## src/rtl/expr_pkg.sv

```systemverilog
// Shared definitions for math_expression, its result buffer and their benches.
package expr_pkg;

  localparam int EXPR_W = 16;

  typedef struct packed {
    logic signed [EXPR_W-1:0] q;
    logic                     rmd;
  } expr_res_t;

  // (((a-b)*(1+3c))-4d)/2, truncating toward zero; rmd flags an odd numerator
  function automatic expr_res_t expr_golden(input int a, input int b, input int c, input int d);
    expr_res_t res;
    int        num;
    num     = ((a - b) * (1 + 3 * c)) - 4 * d;
    res.q   = EXPR_W'(num / 2);
    res.rmd = (num % 2) != 0;
    return res;
  endfunction

endpackage

```

## src/rtl/expr_fifo_ram.sv

```systemverilog
// Storage array for expr_result_fifo: one clocked write port, one asynchronous read port.
module expr_fifo_ram #(
  parameter  int DW    = 17,
  parameter  int DEPTH = 4,
  localparam int AW    = $clog2(DEPTH)
) (
  input  logic          clk,
  input  logic          we,
  input  logic [AW-1:0] waddr,
  input  logic [DW-1:0] wdata,
  input  logic [AW-1:0] raddr,
  output logic [DW-1:0] rdata
);

  // Left unreset: occupancy is tracked by the controller, so stale words are never presented
  logic [DW-1:0] mem_q [DEPTH];

  always_ff @(posedge clk) begin
    if (we) begin
      mem_q[waddr] <= wdata;
    end
  end

  assign rdata = mem_q[raddr];

endmodule

```

## src/rtl/expr_result_fifo.sv

```systemverilog
// Result buffer behind math_expression: show-ahead FIFO with sticky overflow on drops.
// Defining EXPR_RES_STATS_EN adds running sum/count of accepted results.
module expr_result_fifo
  import expr_pkg::*;
#(
  parameter  int W     = EXPR_W,
  parameter  int DEPTH = 4,
  localparam int AW    = $clog2(DEPTH)
) (
  input  logic                  clk,
  input  logic                  reset,
  input  logic                  in_valid,
  input  logic signed [W-1:0]   in_q,
  input  logic                  in_rmd,
  output logic                  out_valid,
  input  logic                  out_ready,
  output logic signed [W-1:0]   out_q,
  output logic                  out_rmd,
  output logic [AW:0]           count,
  output logic                  full,
  output logic                  overflow,
  input  logic                  clr_ovf
`ifdef EXPR_RES_STATS_EN
  ,
  input  logic                  stat_clr,
  output logic signed [2*W-1:0] stat_sum,
  output logic [W-1:0]          stat_cnt
`endif
);

  localparam logic [AW:0] DEPTH_C = (AW+1)'(DEPTH);

  logic [AW-1:0] wr_ptr_q, wr_ptr_d;
  logic [AW-1:0] rd_ptr_q, rd_ptr_d;
  logic [AW:0]   count_q, count_d;
  logic          ovf_q, ovf_d;
  logic          push, pop, drop;
  logic [W:0]    rd_data;

  assign full      = (count_q == DEPTH_C);
  assign out_valid = (count_q != '0);
  assign pop       = out_valid && out_ready;
  assign push      = in_valid && (!full || pop);
  assign drop      = in_valid && !push;

  always_comb begin
    wr_ptr_d = wr_ptr_q;
    rd_ptr_d = rd_ptr_q;
    count_d  = count_q;
    if (push) begin
      wr_ptr_d = wr_ptr_q + AW'(1);
    end
    if (pop) begin
      rd_ptr_d = rd_ptr_q + AW'(1);
    end
    case ({push, pop})
      2'b10:   count_d = count_q + (AW+1)'(1);
      2'b01:   count_d = count_q - (AW+1)'(1);
      default: count_d = count_q;
    endcase
    // A fresh drop outranks a clear on the same edge
    if (drop) begin
      ovf_d = 1'b1;
    end else if (clr_ovf) begin
      ovf_d = 1'b0;
    end else begin
      ovf_d = ovf_q;
    end
  end

  always_ff @(posedge clk or negedge reset) begin
    if (!reset) begin
      wr_ptr_q <= '0;
      rd_ptr_q <= '0;
      count_q  <= '0;
      ovf_q    <= 1'b0;
    end else begin
      wr_ptr_q <= wr_ptr_d;
      rd_ptr_q <= rd_ptr_d;
      count_q  <= count_d;
      ovf_q    <= ovf_d;
    end
  end

  expr_fifo_ram #(
    .DW    (W + 1),
    .DEPTH (DEPTH)
  ) u_ram (
    .clk   (clk),
    .we    (push),
    .waddr (wr_ptr_q),
    .wdata ({in_q, in_rmd}),
    .raddr (rd_ptr_q),
    .rdata (rd_data)
  );

  // Empty FIFO shows zero rather than whatever the unreset array holds
  assign out_q    = out_valid ? $signed(rd_data[W:1]) : '0;
  assign out_rmd  = out_valid ? rd_data[0] : 1'b0;
  assign count    = count_q;
  assign overflow = ovf_q;

`ifdef EXPR_RES_STATS_EN
  logic signed [2*W-1:0] sum_q, sum_d;
  logic [W-1:0]          cnt_q, cnt_d;

  always_comb begin
    sum_d = stat_clr ? '0 : sum_q;
    cnt_d = stat_clr ? '0 : cnt_q;
    if (push) begin
      sum_d = sum_d + (2*W)'(in_q);
      if (cnt_d != '1) begin
        cnt_d = cnt_d + W'(1);
      end
    end
  end

  always_ff @(posedge clk or negedge reset) begin
    if (!reset) begin
      sum_q <= '0;
      cnt_q <= '0;
    end else begin
      sum_q <= sum_d;
      cnt_q <= cnt_d;
    end
  end

  assign stat_sum = sum_q;
  assign stat_cnt = cnt_q;
`endif

endmodule

```

## config.mk

```make
export PLATFORM = sky130hd
export DESIGN_NAME = expr_result_fifo
export DESIGN_NICKNAME = d
export VERILOG_FILES = /design/src/rtl/expr_pkg.sv /design/src/rtl/expr_fifo_ram.sv /design/src/rtl/expr_result_fifo.sv
export SDC_FILE = /design/constraint.sdc
export NUM_CORES = 1
export LEC_CHECK = 0
export ABC_AREA = 1
export CORE_MARGIN = 3
export CORE_UTILIZATION = 48
export DETAILED_ROUTE_END_ITERATION = 10
export HOLD_SLACK_MARGIN = 0.03
export PLACE_DENSITY = 0.82
export REMOVE_ABC_BUFFERS = 1
export SYNTH_ARGS = -nofsm -noshare
export SYNTH_HDL_FRONTEND = slang
export SYNTH_SLANG_ARGS = --single-unit
```

## constraint.sdc

```tcl
create_clock -name clk -period 2 [get_ports clk]
set_clock_uncertainty 0.15 [all_clocks]
set_input_delay 0.4 -clock clk [delete_from_list [all_inputs] [get_ports clk]]
set_output_delay 0.4 -clock clk [all_outputs]
set_load 0.01 [all_outputs]
```

; After elaboration in Yosys (flattened, before gate mapping)
; Memories as Yosys holds them, arrays and structs flattened.
; Index checks and enable logic that the tools add are counted.
[totals]
out_inout_bits = 23
mem_count = 1
elab_cells = 28
register_bits = 8
ram_bits = 68
in_bits = 22
[classes]
n_eq_ne = 3
n_addsub = 4
mux = 7
reduce_logical = 9
[mem_list]
columns = memory, words, word_bits, rd, rd_clocked_by_memory_dff, write_ports, line_no
row1 = u_ram.mem_q, 4, 17, 1, 0, 1, expr_fifo_ram.sv:16  ; logic [DW-1:0] mem_q [DEPTH];
[ops]
columns = op, n
row1 = $mux 16, 1
row2 = $pmux 3 s2, 1
row3 = $mux 1, 5
row4 = $add 2x1->2 const B, 2
row5 = $reduce_bool 2->1, 2
row6 = $add 3x1->3 const B, 1
row7 = $eq 3x3->1 const B, 1
row8 = $logic_and 1x1->1, 3
row9 = $reduce_bool 3->1, 1
row10 = $sub 3x1->3 const B, 1
row11 = $eq 2x1->1 const B, 1
row12 = $eq 2x2->1 const B, 1
row13 = $logic_not 1->1, 2
row14 = $logic_or 1x1->1, 1

; Depth between registers and ports, before layout
[logic_depth]
ltp_word = 7
mapped_depth = 8
depth_no_buf = 8

; Hierarchy
; From an unflattened synthesis, not the netlist that was laid out.
[unflattened]
hier_cells = 359
hier_area_um2 = 3500.9
[modules_own_cells]
columns = mod, instances, area_each_um2, seq_area_each_um2, cells_each
row1 = expr_fifo_ram, 1, 2917.8, 2042.0, 274
row2 = expr_result_fifo, 1, 583.1, 200.2, 85

; Worst setup path after synthesis
; OpenSTA, ideal clock, no wires.
[synth_path]
path_type = register to register
startpoint = register count_q[0] (netlist: count[0])
endpoint = memory u_ram.mem_q[0][0], enable pin
synth_period_minus_slack_ps = 1998
arrival_ps = 1457
t_required_ps = 1459
path_buffers = 0
path_slack_ps = 2
path_stages_with_launch = 5
setup_time_ps = 391
path_cell_list = dfrtp_1 > nor2_4 > nand2_2 > o21ai_4 > nor2_1
[synth_via]
elab_chain_len = 6
word_cells_on_any_way = 8
classes_between = 1 x eq/ne / 2 x mux / 5 x reduce/logical
[synth_lines]
columns = item, line_no
row1 = start: declaration, expr_result_fifo.sv:35  ; logic [AW:0] count_q, count_d;
row2 = start signal: assignment, expr_result_fifo.sv:80  ; count_q <= count_d;
row3 = $eq 3x3->1 / $reduce_bool 3->1 (equally long branches), "expr_result_fifo.sv:40, expr_result_fifo.sv:41"
row4 = $logic_not 1->1 / $logic_and 1x1->1 (equally long branches), "expr_result_fifo.sv:43, expr_result_fifo.sv:42"
row5 = $logic_or 1x1->1 *, expr_result_fifo.sv:43  ; assign push = in_valid && (!full || pop);
row6 = $logic_and 1x1->1 *, expr_result_fifo.sv:43
row7 = $mux 1 *, expr_fifo_ram.sv:19  ; if (we) begin
row8 = $mux 1 (not written as such) *, expr_fifo_ram.sv:20  ; mem_q[waddr] <= wdata;
row9 = end: declaration, expr_fifo_ram.sv:16
; Every way passes the cells marked *; elsewhere a longest branch is shown, timed or not.

; Final worst setup path
[layout_path]
startpoint = register rd_ptr_q[0]
endpoint = output out_rmd
[layout_via]
elab_chain_len = 2
[layout_lines]
columns = item, line_no
row1 = start: declaration, expr_result_fifo.sv:34  ; logic [AW-1:0] rd_ptr_q, rd_ptr_d;
row2 = start signal: assignment, expr_result_fifo.sv:79  ; rd_ptr_q <= rd_ptr_d;
row3 = $mem_v2 4x17, n/a
row4 = $mux 1, expr_result_fifo.sv:99  ; assign out_rmd = out_valid ? rd_data[0] : 1'b0;
row5 = end: declaration, expr_result_fifo.sv:18  ; output logic out_rmd,
; No other way between the ends.

==> out/results.tsv <==
metric	value	unit
outcome	finished, violations left	
failing checks	negative setup slack	
share of post-route cells with drive strength above 1	26.5	%
Setup crit end	out_rmd	
worst-path maximum fanout	8	
part of the cycle the worst path needs	107	%
gate count of the mapped netlist	260	
MaxCap Viol Count	0	
per-cell routed wire length	16.2	µm
Peak Freq	468	MHz
synth-to-layout area growth	30.2	%
clock input transition at the sequential cells of the worst setup and hold paths	80	ps
internal power component	3.83	mW
later-pin clock latency in the skew report	340	ps
Synth area leaders	edfxtp_1, nor2_1, dfrtp_1	
number of port buffers	44	
sequential element share of the synthesized area	71.4	%
reg-to-reg critical path endpoint	u_ram.mem_q[3][14]	
switching part of the total	37.8	%
routed wire length	6.79	mm
Final ANT Viol Nets	0	
final hold vios	0	
maximum number of pins on one net before global-route repair	18	
count of fill cells added during filler insertion	410	
type of origin of the critical path	flip-flop	
total number of vias	2187	
global-route wire length before repair	10.7	mm
final setup violating endpoints	17	
TritonRoute pass-1 iters	4	
non-filler cells, final	419	
most common cell after layout, fill and taps aside	edfxtp_1	
ant diodes	0	
sum of negative setup slack	-1430	ps
total power after layout	6.16	mW
share of power burned in registers	37.0	%
Tightest Hold Check Type	in2async	
leading cell types in the layout, fill and taps excluded	edfxtp_1, nor2_1, o21ai_1	
htree depth	3	
capturing element type of the critical path	output pin	
cell at the root of the clock tree	clkbuf_8	
number of design rule violations left after detail routing	0	
Worst Setup SP	rd_ptr_q[0]	
CTS tree	built	
antenna violations before repair	0	
Final Net Count	366	
total instance count after detailed placement	396	
warnings from Yosys	0	
unrepaired setup endpoints after global routing	yes	
number of design-rule violations left by the first detailed-router iteration	171	
vertical die dimension	86.9	µm
area share of the largest cell type after synthesis	65.0	%
number of clock buffers inserted by TritonCTS	9	
mean area per synthesized cell	12.1	µm²
Rel. slew slack	73.6	%
power density over the cells	1510	nW/µm²
Worst Path Required	1450	ps
R2R Setup Slk	220	ps
final critical-path required period	2140	ps
cell type contributing the most total cell area after synthesis	edfxtp_1	
global routing usage summed across all routing layers	19.3	%
starting utilization of the core area	51.2	%
critical path start-end classification	reg2out	
peak supply drop	0.000732	V
combinational power share	47.1	%
leakage power	1.57	nW
worst hold slack	194	ps
PnR worst setup slack	-139	ps
number of buffers on the longest clock path	2	
clock net sink count	76	
unique cell type count in the Yosys netlist	23	
routed via count divided by cell count	5.22	
fraction of power consumed by the clock network	15.9	%
beginning of the worst register-to-register path	count[0]	
worst reg2reg path depth	7	
Max Slew Vio Count	0	
number of top-level design ports	45	
Slew @ Worst Pin	395	ps
vias in the first global route	2236	
synthesized area	3140	µm²
arrival time of data at the critical path endpoint	1590	ps
gp weighted congestion	0.775	
switching power	2.33	mW
Synth Register Bits	76	
CORE AREA	6130	µm²
post-detailed-placement half-perimeter wirelength	4.38	mm
die boundary width	86.9	µm
global route total overflow	0	
area of the die	7550	µm²
std cell rows	28	
per-stage QoR:
stage,cell area [µm²],util [%],worst slack [ps]
finish,4090,66.7,-139
global route,4090,66.7,-243
CTS,4060,66.2,-181
detailed placement,3830,62.4,-186
global placement,3830,62.4,-124
floorplan,3070,-,-42.0
metal layers:
metal | global-route usage, % | wire [µm] | up-vias
met2 | 32.9 | 3610 | 62
met4 | 10.8 | 122 | 0
met5 | 0 | 0 | -
met1 | 22.7 | 2710 | 1052
met3 | 4.26 | 345 | 11
li1 | - | - | 1062
flip-flops by register name (all words and copies together), names as in the netlist:
register / cells
rd_ptr_q: 2
count: 3
wr_ptr_q: 2
overflow: 1
u_ram.mem_q: 68
critical path: stages, from the launching register on:
cell and delay [ps]:
dfrtp_2 520, buf_8 190, buf_12 110, nor2_4 20
nor2_1 70, o21ai_1 60, a21oi_1 130, buf_2 150
worst min path at each step:
stage	start	to	slack, ps	cells past startpoint
global route	reset	rd_ptr_q[1]	220	1
CTS	reset	rd_ptr_q[1]	190	1
detailed placement	overflow	overflow	370	2
floorplan	reset	count[0]	-50	0
global placement	overflow	overflow	370	2
finish	reset	rd_ptr_q[1]	190	1
timing repair:
action                     4_1_cts  5_1_grt
buffers inserted                 3        3
pin swaps                       27       27
hold buffers                     0        0
resized for setup              120       22
gates cloned                     3        0
setup endpoints to repair       19       19
cell type report:
cell class / instances / area (µm²) / share of cell area [%]
Tap cell: 75 / 93.8 / 2.30
Clock inverter: 7 / 43.8 / 1.07
Timing Repair Buffer: 79 / 693 / 17.0
Inverter: 17 / 71.3 / 1.74
Sequential cell: 76 / 2240 / 54.9
Clock buffer: 9 / 124 / 3.03
Multi-Input combinational cell: 156 / 818 / 20.0
cell families (layout without fill, tap and decap cells):
group,after synthesis,after routing,share of synthesized area (%)
XOR/XNOR,2,2,0.558
buffers and inverters,28,112,4.30
AO/OA/AOI/OAI,56,56,9.40
flip-flops,76,76,71.4
AND/OR/NAND/NOR,93,93,12.1
adder cells (fa/ha/maj),5,5,2.23
synth_stat cells:
library cell  instances
a21oi_1              19
buf_2                 3
buf_4                 4
buf_6                 1
clkbuf_2              3
dfrtp_1               8
edfxtp_1             68
fa_1                  1
ha_1                  4
inv_1                14
inv_2                 3
nand2_1               7
nand2_2               2
nand2_4               1
nand3_1               5
nand4_1               2
nor2_1               75
nor2_4                1
o21ai_0              30
o21ai_1               5
o21ai_4               1
o32ai_1               1
xor2_1                2
power by group through the flow:
stage | logic (mW) | clock network [mW] | registers, mW
3_3_place_gp | 2.76 | 0 | 2.24
2_1_floorplan | 1.25 | 0 | 2.36
3_5_place_dp | 2.84 | 0 | 2.26
4_1_cts | 2.87 | 1.01 | 2.27
5_1_grt | 3.18 | 1.08 | 2.31
6_report | 2.90 | 0.983 | 2.28
Note: power is estimated with default switching activity, not from simulation.
